<file path="src/rtl/sevenseg_sign_reader.sv">
// Seven-segment sign/magnitude reader: samples the active-low two-digit bus,
// waits for it to hold steady, decodes it to a 4-bit two's-complement value
// and hands each new value out over valid/ready. Illegal patterns are counted.
module sevenseg_sign_reader #(
    parameter int STABLE_CYCLES = 4,
    parameter int ERR_W         = 8
) (
    input  logic             clk,
    input  logic             rst_n,
    input  logic [6:0]       seg1,
    input  logic [6:0]       seg0,
    input  logic             out_ready,
    input  logic             clr_err,
    output logic [3:0]       out_value,
    output logic             out_valid,
    output logic             err,
    output logic             ovf,
    output logic [ERR_W-1:0] err_count
);

    typedef enum logic [1:0] {IDLE, SETTLE, HOLD} state_t;

    localparam logic [13:0] BLANK    = 14'h3FFF;
    localparam logic [7:0]  STABLE_N = 8'(STABLE_CYCLES);

    state_t      state, state_nxt;
    logic [13:0] samp, prev;
    logic [7:0]  cnt, cnt_nxt;
    logic        dec_fire;
    logic        dec_ok;
    logic [3:0]  dec_val;

    // Magnitude digit lookup: {legal, magnitude}
    function automatic logic [4:0] mag_lookup(input logic [6:0] s);
        case (s)
            7'b0000001: mag_lookup = {1'b1, 4'd0};
            7'b1001111: mag_lookup = {1'b1, 4'd1};
            7'b0010010: mag_lookup = {1'b1, 4'd2};
            7'b0000110: mag_lookup = {1'b1, 4'd3};
            7'b1001100: mag_lookup = {1'b1, 4'd4};
            7'b0100100: mag_lookup = {1'b1, 4'd5};
            7'b0100000: mag_lookup = {1'b1, 4'd6};
            7'b0001111: mag_lookup = {1'b1, 4'd7};
            7'b0000000: mag_lookup = {1'b1, 4'd8};
            default:    mag_lookup = {1'b0, 4'd0};
        endcase
    endfunction

    // Combine sign and magnitude; negative zero and positive eight are illegal
    always_comb begin
        logic [4:0] m;
        m       = mag_lookup(samp[6:0]);
        dec_ok  = 1'b0;
        dec_val = 4'd0;
        if (m[4]) begin
            if (samp[13:7] == 7'b1111111 && m[3:0] != 4'd8) begin
                dec_ok  = 1'b1;
                dec_val = m[3:0];
            end else if (samp[13:7] == 7'b1111110 && m[3:0] != 4'd0) begin
                dec_ok  = 1'b1;
                dec_val = 4'd0 - m[3:0];
            end
        end
    end

    // Input sample register and one-sample history
    always_ff @(posedge clk or negedge rst_n) begin
        if (!rst_n) begin
            samp <= BLANK;
            prev <= BLANK;
        end else begin
            samp <= {seg1, seg0};
            prev <= samp;
        end
    end

    // FSM state and stability counter
    always_ff @(posedge clk or negedge rst_n) begin
        if (!rst_n) begin
            state <= IDLE;
            cnt   <= 8'd0;
        end else begin
            state <= state_nxt;
            cnt   <= cnt_nxt;
        end
    end

    // Next state: count identical samples, fire one decode when stable
    always_comb begin
        state_nxt = state;
        cnt_nxt   = cnt;
        dec_fire  = 1'b0;
        if (samp == BLANK) begin
            state_nxt = IDLE;
            cnt_nxt   = 8'd0;
        end else if (state == SETTLE && samp == prev) begin
            cnt_nxt = cnt + 8'd1;
            if (cnt + 8'd1 == STABLE_N) begin
                dec_fire  = 1'b1;
                state_nxt = HOLD;
            end
        end else if (state == HOLD && samp == prev) begin
            state_nxt = HOLD;
        end else begin
            // Fresh non-blank pattern: this sample is the first of the run
            cnt_nxt = 8'd1;
            if (STABLE_N == 8'd1) begin
                dec_fire  = 1'b1;
                state_nxt = HOLD;
            end else begin
                state_nxt = SETTLE;
            end
        end
    end

    // Output handshake: new decode wins over transfer, ovf on unconsumed overwrite
    always_ff @(posedge clk or negedge rst_n) begin
        if (!rst_n) begin
            out_value <= 4'd0;
            out_valid <= 1'b0;
            ovf       <= 1'b0;
        end else begin
            ovf <= 1'b0;
            if (dec_fire && dec_ok) begin
                out_value <= dec_val;
                out_valid <= 1'b1;
                ovf       <= out_valid && !out_ready;
            end else if (out_valid && out_ready) begin
                out_valid <= 1'b0;
            end
        end
    end

    // Error pulse and saturating counter; clear beats increment
    always_ff @(posedge clk or negedge rst_n) begin
        if (!rst_n) begin
            err       <= 1'b0;
            err_count <= '0;
        end else begin
            err <= dec_fire && !dec_ok;
            if (clr_err)
                err_count <= '0;
            else if (dec_fire && !dec_ok && err_count != {ERR_W{1'b1}})
                err_count <= err_count + ERR_W'(1);
        end
    end

endmodule

</file>
<file path="config.mk">
export PLATFORM = sky130hd
export DESIGN_NAME = sevenseg_sign_reader
export DESIGN_NICKNAME = d
export VERILOG_FILES = /design/src/rtl/sevenseg_sign_reader.sv
export SDC_FILE = /design/constraint.sdc
export NUM_CORES = 1
export LEC_CHECK = 0
export CAP_MARGIN = 10
export CORE_MARGIN = 8
export CORE_UTILIZATION = 40
export DETAILED_ROUTE_END_ITERATION = 6
export HOLD_SLACK_MARGIN = 0.06
export PLACE_DENSITY_LB_ADDON = 0.25
export SYNTH_ARGS = -nofsm -noshare
export SYNTH_HDL_FRONTEND = slang
export SYNTH_SLANG_ARGS = --single-unit
</file>
<file path="constraint.sdc">
create_clock -name clk -period 2.7 [get_ports clk]
set_input_delay 0.405 -clock clk [delete_from_list [all_inputs] [get_ports clk]]
set_output_delay 0.405 -clock clk [all_outputs]
set_load 0.01 [all_outputs]
</file>
Yosys cells after proc, flatten, opt, wreduce, memory -nomap -nowiden
Index checks and enable logic that the tools add are counted.
W data, S select, Z words.

word-level totals
  logic and storage cells = 68
  latch bits = 0
  output and inout bits = 15
  memory bits (read-only) = 0
  register bits = 53
  bits in writable memories = 0
  input port bits = 18
  memories kept = 0

operators by class
  div/mod/pow operators = 0
  reduce and logical (&&, ||, !) cells = 15
  magnitude comparators = 0
  mux-type cells = 22
  shift operators = 0
  bitwise logic cells = 0
  multipliers = 0
  equality and inequality tests = 19
  add/subtract/negate cells = 3

operator list
  operator                number
  $pmux W5 S9             1
  $mux W8                 5
  $eq A7 B7 Y1 const B    4
  $add A8 B1 Y8 const B   2
  $eq A14 B14 Y1          1
  $eq A14 B14 Y1 const B  1
  $eq A7 B6 Y1 const B    2
  $mux W4                 3
  $logic_and A1 B1 Y1     9
  $mux W1                 9
  $eq A8 B3 Y1 const B    1
  $mux W2                 4
  $ne A8 B8 Y1 const B    1
  $eq A7 B1 Y1 const B    1
  $eq A7 B3 Y1 const B    1
  $eq A7 B4 Y1 const B    1
  $eq A7 B5 Y1 const B    1
  $logic_not A7 Y1        1
  $ne A4 B4 Y1 const B    1
  $reduce_bool A2 Y1      2
  $reduce_bool A4 Y1      1
  $sub A1 B4 Y4 const A   1
  $ne A3 B2 Y1 const B    1
  $ne A3 B3 Y1 const B    1
  3 further kinds         4

Depth between registers and ports, before layout
  depth after elaboration = 12
  depth in mapped cells = 12
  gate-level depth less buffers = 10

Least setup slack after synthesis
No wires, ideal clock.

  path type = register -> register
  start point = reg samp[5]
  end point = reg err_count[2]
  path slack = -0.025 ns
  path buffers = 2
  required time = 2.560 ns
  library setup time = 0.140 ns
  cell stages (with the launch flop) = 13
  clock period less this slack = 2.725 ns
  data arrival time = 2.586 ns
  path through = dfstp_2 clkbuf_1 xnor2_1 o41ai_1 and3b_1 inv_1 ha_1 nand2_1 mux2_2 o221a_2 buf_4 o311ai_0 o41ai_1

between the ends
  cells in the longest elaborated chain, start to end = 11

ends and longest elaborated chain
  item                                        line  source
  start, declared                             27    logic [13:0] samp, prev;
  start signal, assigned                      72    samp <= {seg1, seg0};
  $eq A7 B4 Y1, or another cell as far along  35    case (s)
  $pmux W5 S9                                 35
  $reduce_bool A4 Y1                          59    end else if (samp[13:7] == 7'b1111110 && m[3:0] != 4'd0) begin
  $logic_and A1 B1 Y1                         59
  $mux W1                                     59
  $mux W1                                     56    if (samp[13:7] == 7'b1111111 && m[3:0] != 4'd8) begin
  $mux W1                                     55    if (m[4]) begin
  $logic_not A1 Y1                            143   else if (dec_fire && !dec_ok && err_count != {ERR_W{1'b1}})
  $logic_and A1 B1 Y1 (*) (2 in a row)        143
  $reduce_bool A2 Y1 (no line) (*)            -
  end signal, assigned                        144   err_count <= err_count + ERR_W'(1);
  end, declared                               18    output logic [ERR_W-1:0] err_count

Mark *: on every way between the ends. The rest lies on a longest branch, timed or not.
A chain may end at the register's enable or synchronous reset.

Worst setup path in the final report
  start point = reg samp[2]
  end point = reg err_count[7]

The elaborated chain is that of the path after synthesis.

==> results.yml <==
synthesis:
  synthCells: 227
  synthArstFlopShare_pct: 100
  synthTopCellsByArea: "dfstp_2 29%, dfrtp_1 25%, xor2_1 6.2%"
  ys_seq_area_share_pct: 53.8
  yosys.area.top_type: "dfstp_2"
  yosysWarningCount: 0
  ys.flop_type: "dfstp_2"
  ys_seq_elements: 53
  ys_types: 50
  synth-edff-count: 0
  synth_top_area_share_pct: 29.1
  synth_nets: 248
  synth_area_per_cell_sq_um: 11.2
  syn-cell-area_sq_mm: 0.00253
finish:
  antenna_cells: 0
  nFillCells: 587
  syn2layout_area_growth_pct: 27.0
  final_layout_size_suffix_gt1_share_pct: 29.7
  fin_cells: 356
  layout.nets: 299
  seq_area_sq_mm: 0.00136
  multiInputGateArea_sq_mm: 0.00117
die:
  die_h_um: 95.6
  die_area_sq_mm: 0.00913
  rows: 29
  io_pins: 33
  core_area_sq_mm: 0.00624
  initial_utilization_pct: 40.6
  die_x_um: 95.6
status:
  status: "finished clean"
place:
  place_congestion: 0.763
  port_buffers: 32
  dp_cells: 344
  hpwl_um: 3650
timing:
  fmax_mhz: 389
  setup_viol: 0
  finalHoldViolCount: 0
  fin_crit_sh_pct: 95.1
  slew_viol_final: 0
  tightest_slew_ns: 0.832
  period_needed_ns: 2.57
  relSlewSlack_pct: 44.5
  fin_worst_skew_ns: 0.00273
routing:
  first_pass_iters: 5
  vias: 1894
  viasPerCell: 5.32
  dr.first_iter.drc_count: 62
  wl_per_cell_um: 14.2
  finalWirelength_um: 5070
  drtAntennaViolNets: 0
  drc_errors: 0
run:
  drv_cap: 0
global_route:
  grtUsageTotal_pct: 11.5
  grt_pass1_wl_um: 8350
  grt_max_degree: 39
  antenna_found_initial: 0
  grt_pass1_vias: 1824
  overflow: 0
pwr:
  p_per_area_mw_per_mm2: 442
  p_total_mw: 1.42
  vdd_drop_max_mv: 0.246
  p_leak_nw: 1.29
worst_setup_path:
  cp_cell_sequence: "xor2_1 -> nand3_1 -> a31oi_1 -> inv_1 -> ha_4 -> nand2_1 -> mux2_4 -> o221a_4 -> or4_1 -> a21oi_1"
  worst_ep_arrival_time_ns: 2.80
  cp.required_ns: 2.93
  worst_path_largest_cell_delay_ns: 0.65
  slowest_stage: "dfstp_2"
  crit_type: "reg2reg"
  cp-start-kind: "flop"
  critPathMaxFanout: 10
  end_kind: "flop"
cts:
  clock_latency_ns: 0.30
  h-tree-depth: 2
  cts_buffer_depth: 2
  cts_tree: "yes"
  cts_hold_buf: 0
  clk_pin_slew_ns: 0.09
  cts.sinks: 53
  cts_buffers: 5
  clockRootBuffer: "clkbuf_8"
worst_hold_path:
  hp-class: "in2async"
## timing repair
item,CTS,global route
gates cloned,0,1
endpoints found under the setup margin,3,9
gates resized for setup,0,11
pin swaps,0,4
setup buffers,1,2
## where the power goes
| part | internal [mW] | switching, mW | total (mW) |
|---|---|---|---|
| registers | 0.833 | 0.0223 | 0.855 |
| clock network | 0.208 | 0.253 | 0.461 |
| logic | 0.0563 | 0.0501 | 0.106 |
## worst paths after layout
path,cells past startpoint,slack [ns],to,start
setup / recovery,10,0.13,err_count[7]$_DFFE_PN0P_,samp[2]$_DFF_PN1_
max in group asynchronous,2,1.73,prev[2]$_DFF_PN1_,rst_n
hold / removal,1,0.19,err_count[4]$_DFFE_PN0P_,rst_n
hold reg to reg,0,0.39,prev[12]$_DFF_PN1_,samp[12]$_DFF_PN1_
min in group clk,0,0.39,prev[12]$_DFF_PN1_,samp[12]$_DFF_PN1_
setup reg to reg,10,0.13,err_count[7]$_DFFE_PN0P_,samp[2]$_DFF_PN1_
## critical path: cells and delay by family (launching register included)
kind,cells,cell delay [ns]
AO/OA/AOI/OAI,3,0.57
XOR/XNOR,1,0.09
adder cells (fa/ha/maj),1,0.15
buffers and inverters,1,0.11
flip-flops,1,0.65
multiplexers,1,0.29
AND/OR/NAND/NOR,3,0.62
## layout by cell type, fill, tap and decap left out, types with 5 or more instances in the layout
| cell | count |
|---|---|
| xor2_1 | 18 |
| nor2_1 | 11 |
| nand2_1 | 13 |
| clkbuf_8 | 6 |
| a21oi_1 | 11 |
| clkdlybuf4s50_1 | 31 |
| mux2_2 | 5 |
| dfstp_2 | 28 |
| dfrtp_1 | 25 |
| nand4_1 | 7 |
| o21ai_0 | 10 |
| buf_4 | 21 |
| nor3_1 | 5 |
| nor4_1 | 7 |
| nand3_1 | 10 |
## Yosys cell counts (2+ instances only)
cell type   n
a21oi_1    11
a22o_1      3
and2_1      2
and3_2      2
buf_2       6
dfrtp_1    25
dfstp_2    28
ha_1        3
inv_1       5
mux2_2      6
mux2i_1     2
nand2_1    13
nand3_1    10
nand4_1     7
nand4b_1    4
nor2_1     11
nor2b_1     5
nor3_1      5
nor4_1      7
nor4_2      2
o21a_1      2
o21ai_0    10
o31ai_1     4
o41ai_1     2
or2_2       2
or3_1       2
or4_1       5
or4b_1      2
xnor2_1     3
xor2_1     18
## cell type report
cell class,instances,area share (%)
flip-flops and latches,53,42.3
multi-input cells,160,36.4
repair buffers,53,14.7
well taps,77,2.99
clock buffers,6,2.57
inverters,5,0.583
clock inverters,2,0.428
## metrics by stage
stage / worst slack (ns) / area, sq um / hold WS (ns) / util, % / setup TNS (ns)
floorplan: 0.0688 / 2530 / 0.109 / - / 0
detailed placement: 0.00946 / 3020 / 0.374 / 48.4 / 0
CTS: 0.00330 / 3130 / 0.225 / 50.1 / 0
global route: -0.00467 / 3220 / 0.265 / 51.5 / -0.00565
finish: 0.132 / 3220 / 0.191 / 51.5 / 0
global placement: 0.0487 / 3020 / 0.373 / 48.4 / 0
## kinds of logic (layout without fill, tap and decap cells)
family | count (synthesis) | in the layout | share of synthesized area [%]
AND/OR/NAND/NOR | 88 | 88 | 20.9
flip-flops | 53 | 53 | 53.8
AO/OA/AOI/OAI | 39 | 40 | 10.1
XOR/XNOR | 21 | 21 | 7.26
buffers and inverters | 15 | 66 | 3.01
multiplexers | 8 | 8 | 3.46
adder cells (fa/ha/maj) | 3 | 3 | 1.48
## sequential cells by signal, summed over array words and instances, names as in the netlist
name,flops
state,2
err_count,8
out_valid,1
out_value,4
cnt,8
ovf,1
samp,14
prev,14
err,1
## metal layers
metal	routed length, um	track usage, %
met1	2360	14.4
met2	2420	18.3
met3	235	3.15
met4	51	4.35
met5	0	0
(Power assumes the default switching activity.)
